$ cat src/rtl/ones_add_step.sv
`default_nettype none
// ============================================================================
// Module : ones_add_step
// Brief  : Combinational WIDTH-bit ones' complement add with end-around carry.
// Rev    : 1.0  initial release
// ============================================================================
module ones_add_step #(
    parameter int WIDTH = 4
) (
    input  logic [WIDTH-1:0] i_a,
    input  logic [WIDTH-1:0] i_b,
    output logic [WIDTH-1:0] o_y
);

    logic [WIDTH:0] w_sum;

    assign w_sum = {1'b0, i_a} + {1'b0, i_b};
    // Folding the carry back in cannot overflow again: max is 2*(2^W-1).
    assign o_y   = w_sum[WIDTH-1:0] + {{(WIDTH-1){1'b0}}, w_sum[WIDTH]};

endmodule : ones_add_step
`default_nettype wire

$ cat config.mk
export PLATFORM = sky130hd
export DESIGN_NAME = ones_add_step
export DESIGN_NICKNAME = d
export VERILOG_FILES = /design/src/rtl/ones_add_step.sv
export SDC_FILE = /design/constraint.sdc
export NUM_CORES = 1
export LEC_CHECK = 0
export BUFFER_PORTS_ARGS = -buffer_cell sky130_fd_sc_hd__buf_2
export CAP_MARGIN = 20
export CORE_AREA = 4 4 41 43
export DETAILED_ROUTE_END_ITERATION = 10
export DIE_AREA = 0 0 45 47
export RECOVER_POWER = 50
export SETUP_SLACK_MARGIN = 0.4
export SYNTH_ARGS = -nofsm -noshare
export SYNTH_HDL_FRONTEND = slang
export SYNTH_SLANG_ARGS = --single-unit
$ cat constraint.sdc
create_clock -name vclk -period 2.3
set_input_delay 0.23 -clock vclk [all_inputs]
set_output_delay 0.23 -clock vclk [all_outputs]
set_load 0.01 [all_outputs]
==> impl_metrics.csv <==
group,metric,value,unit
finish,num_antenna_cells,0,
pwr,pwr-share-seq,0,
grt,gr-usage-all-layers,0.0504,
job,maxCapViolCount,0,
routing,drt_iter0_markers,0,
worst_setup_path,worst-path-stages,12,
sta,fin_tns_setup,0,ns
floorplanning,die_h,47,um
sta,hold_viol,0,
floorplanning,die-area,2120,sq um
pwr,p_switching,55.5,uW
finish,layout-drive-gt1-share,0.558,
finish,final_cell_mix,"buf_2, buf_4, inv_1, ha_1, buf_6",
worst_setup_path,crit_chain,"buf_6, ha_4, inv_2, fa_2, nor2b_1, o21ai_1, nand2b_1, ha_2, nor2b_4, a32o_2, o32ai_2, buf_2",
worst_setup_path,cp.buffers_inverters,3,
finish,multi_input_area,254,sq um
synth,yosys.area_share.simple,0.152,
finish,seq_area,0,sq um
pwr,internal-power,66.4,uW
finish,layout-area-overhead-vs-synth,72.3,%
placed_design,routabilityCongestion,0.697,
routing,routed-via-count,255,
sta,clock.fmax,0.466,GHz
finish,mostFrequentLayoutCell,"buf_2",
sta,drv_slew,0,
pwr,cellLeakagePower,0.196,nW
synth,muxShareOfSynthArea,0,
pwr,p_clk_frac,0,
routing,viasPerCell,4.40,
min_path,hold_path_startpoint,"i_a[0]",
clock_tree,ctsHoldBuffers,0,
worst_setup_path,worst-endpoint-required,2.07,ns
run_status,status,"finished, final reports clean",
grt,grt_max_degree,7,
worst_setup_path,cp.arrival,1.91,ns
synth,ys_seq_area_frac,0,
sta,period_share,0.932,
synth,yosysWarnings,0,
grt,grt_pass1_vias,238,
synth,synth_compound_area_frac,0.293,
placed_design,portBuffers,12,
routing,routed_wl,509,um
routing,first_pass_iters,1,
finish,fillers,144,
floorplanning,core-area,1300,sq um
floorplanning,rows,13,
worst_setup_path,cp_slowest_cell,"a32o_2",
synth,synth_xor_area_frac,0.0761,
synth,netlist_instances,27,
placed_design,hpwl,434,um
finish,seq_cell_count,0,
min_path,hp-class,"input port to primary output",
floorplanning,initial_core_util,0.177,
grt,grt_pass1_wl,862,um
routing,drc,0,
grt,antenna_found_initial,0,
synth,synthAdderAreaFrac,0.413,
worst_setup_path,critPathMaxFanout,3,
pwr,peakVddDrop,0.000115,V
synth,syn_nets,42,
sta,slew_headroom,0.707,
min_path,hold_end,"o_y[0]",
worst_setup_path,critPathKind,"input port to primary output",
pwr,pwr-share-comb,1.000,
synth,syn_area_per_cell,8.53,sq um
worst_setup_path,crit_family,"compound AO/OA/AOI/OAI gates",
worst_setup_path,cp-end-kind,"primary output",
min_path,hold_depth,4,
pwr,powerDensity,307,nW/um^2
floorplanning,die_w,45,um
worst_setup_path,slowest_delay,0.24,ns
worst_setup_path,startpoint_type,"input port",
sta,finalSetupViolations,0,
finish,final_nets,60,
placed_design,dpl_worst_slack,0.0710,ns
routing,ant_nets,0,
sta,finalCriticalPeriod,2.14,ns
synth,ys_types,18,
finish,clock_buffers,0,
synth,synth_top_family_by_area,"adder cells",
routing,routedWlPerCell,8.78,um
worst_setup_path,crit_start,"i_b[0]",
grt,overflow,0,
sta,worstMarginPinSlew,0.436,ns
synth,syn-cell-area,230,sq um
pwr,p_sw_frac,0.455,
sta,rsz0062_at_grt,"yes",
sta,fin_ws,0.156,ns
floorplanning,io_pins,12,
## worst max-delay path by stage
stage	end
detailed placement	o_y[3]
global route	o_y[3]
finish	o_y[3]
global placement	o_y[3]
CTS	o_y[3]
floorplan	o_y[3]
## metrics by stage
step                      power [mW]  cells  cell area [sq um]  hold WS, ns   util
after CTS                      0.114     57                383        0.885  0.294
after detailed placement       0.104     55                342        0.936  0.263
after floorplan               0.0725     27                255        0.731      -
after global routing           0.137     58                397        0.927  0.305
after global placement         0.103     55                342        0.933  0.263
final                          0.122     58                397        0.898  0.305
## timing repair
action,CTS,global route
setup buffers,2,1
setup endpoints to repair,3,3
hold endpoints to repair,0,0
pin swaps,6,3
gates resized for setup,5,1
## kinds of logic after synthesis
group	count (synthesis)
xor gates and xnor gates	2
buffers and inverters	4
adders and majority gates	7
and+or+nand+nor	6
AOI/OAI and AO/OA	8
## cell usage after synthesis
cell type  number  area [sq um]
nor2_1          1          3.75
inv_1           4          15.0
nor3b_1         1          7.51
xnor2_1         1          8.76
a32o_1          1          10.0
ha_1            6          75.1
o32ai_2         1          16.3
nor2b_1         2          12.5
a21o_1          1          7.51
xor2_1          1          8.76
nand3_1         1          5.00
o21bai_1        1          7.51
o21ai_0         1          5.00
a21oi_1         1          5.00
nand2b_1        1          6.26
a21boi_1        1          7.51
a22o_1          1          8.76
fa_1            1          20.0
## per-layer routing
| metal | part of all wire | track usage | up-vias |
|---|---|---|---|
| li1 | - | - | 130 |
| met1 | 0.40 | 0.0631 | 120 |
| met2 | 0.54 | 0.102 | 5 |
| met3 | 0.051 | 0 | 0 |
| met4 | 0 | 0 | 0 |
| met5 | 0 | 0 | - |
## power groups by stage
stage	Clock [mW]	Sequential, mW	Combinational (mW)
CTS	0	0	0.114
global placement	0	0	0.103
global route	0	0	0.137
finish	0	0	0.122
floorplan	0	0	0.0725
detailed placement	0	0	0.104
## area by class of cell
class,count,area share
Inverter,4,0.0379
Multi-Input combinational cell,23,0.640
Tap cell,15,0.0473
Timing Repair Buffer,16,0.274
(Power assumes the default switching activity.)
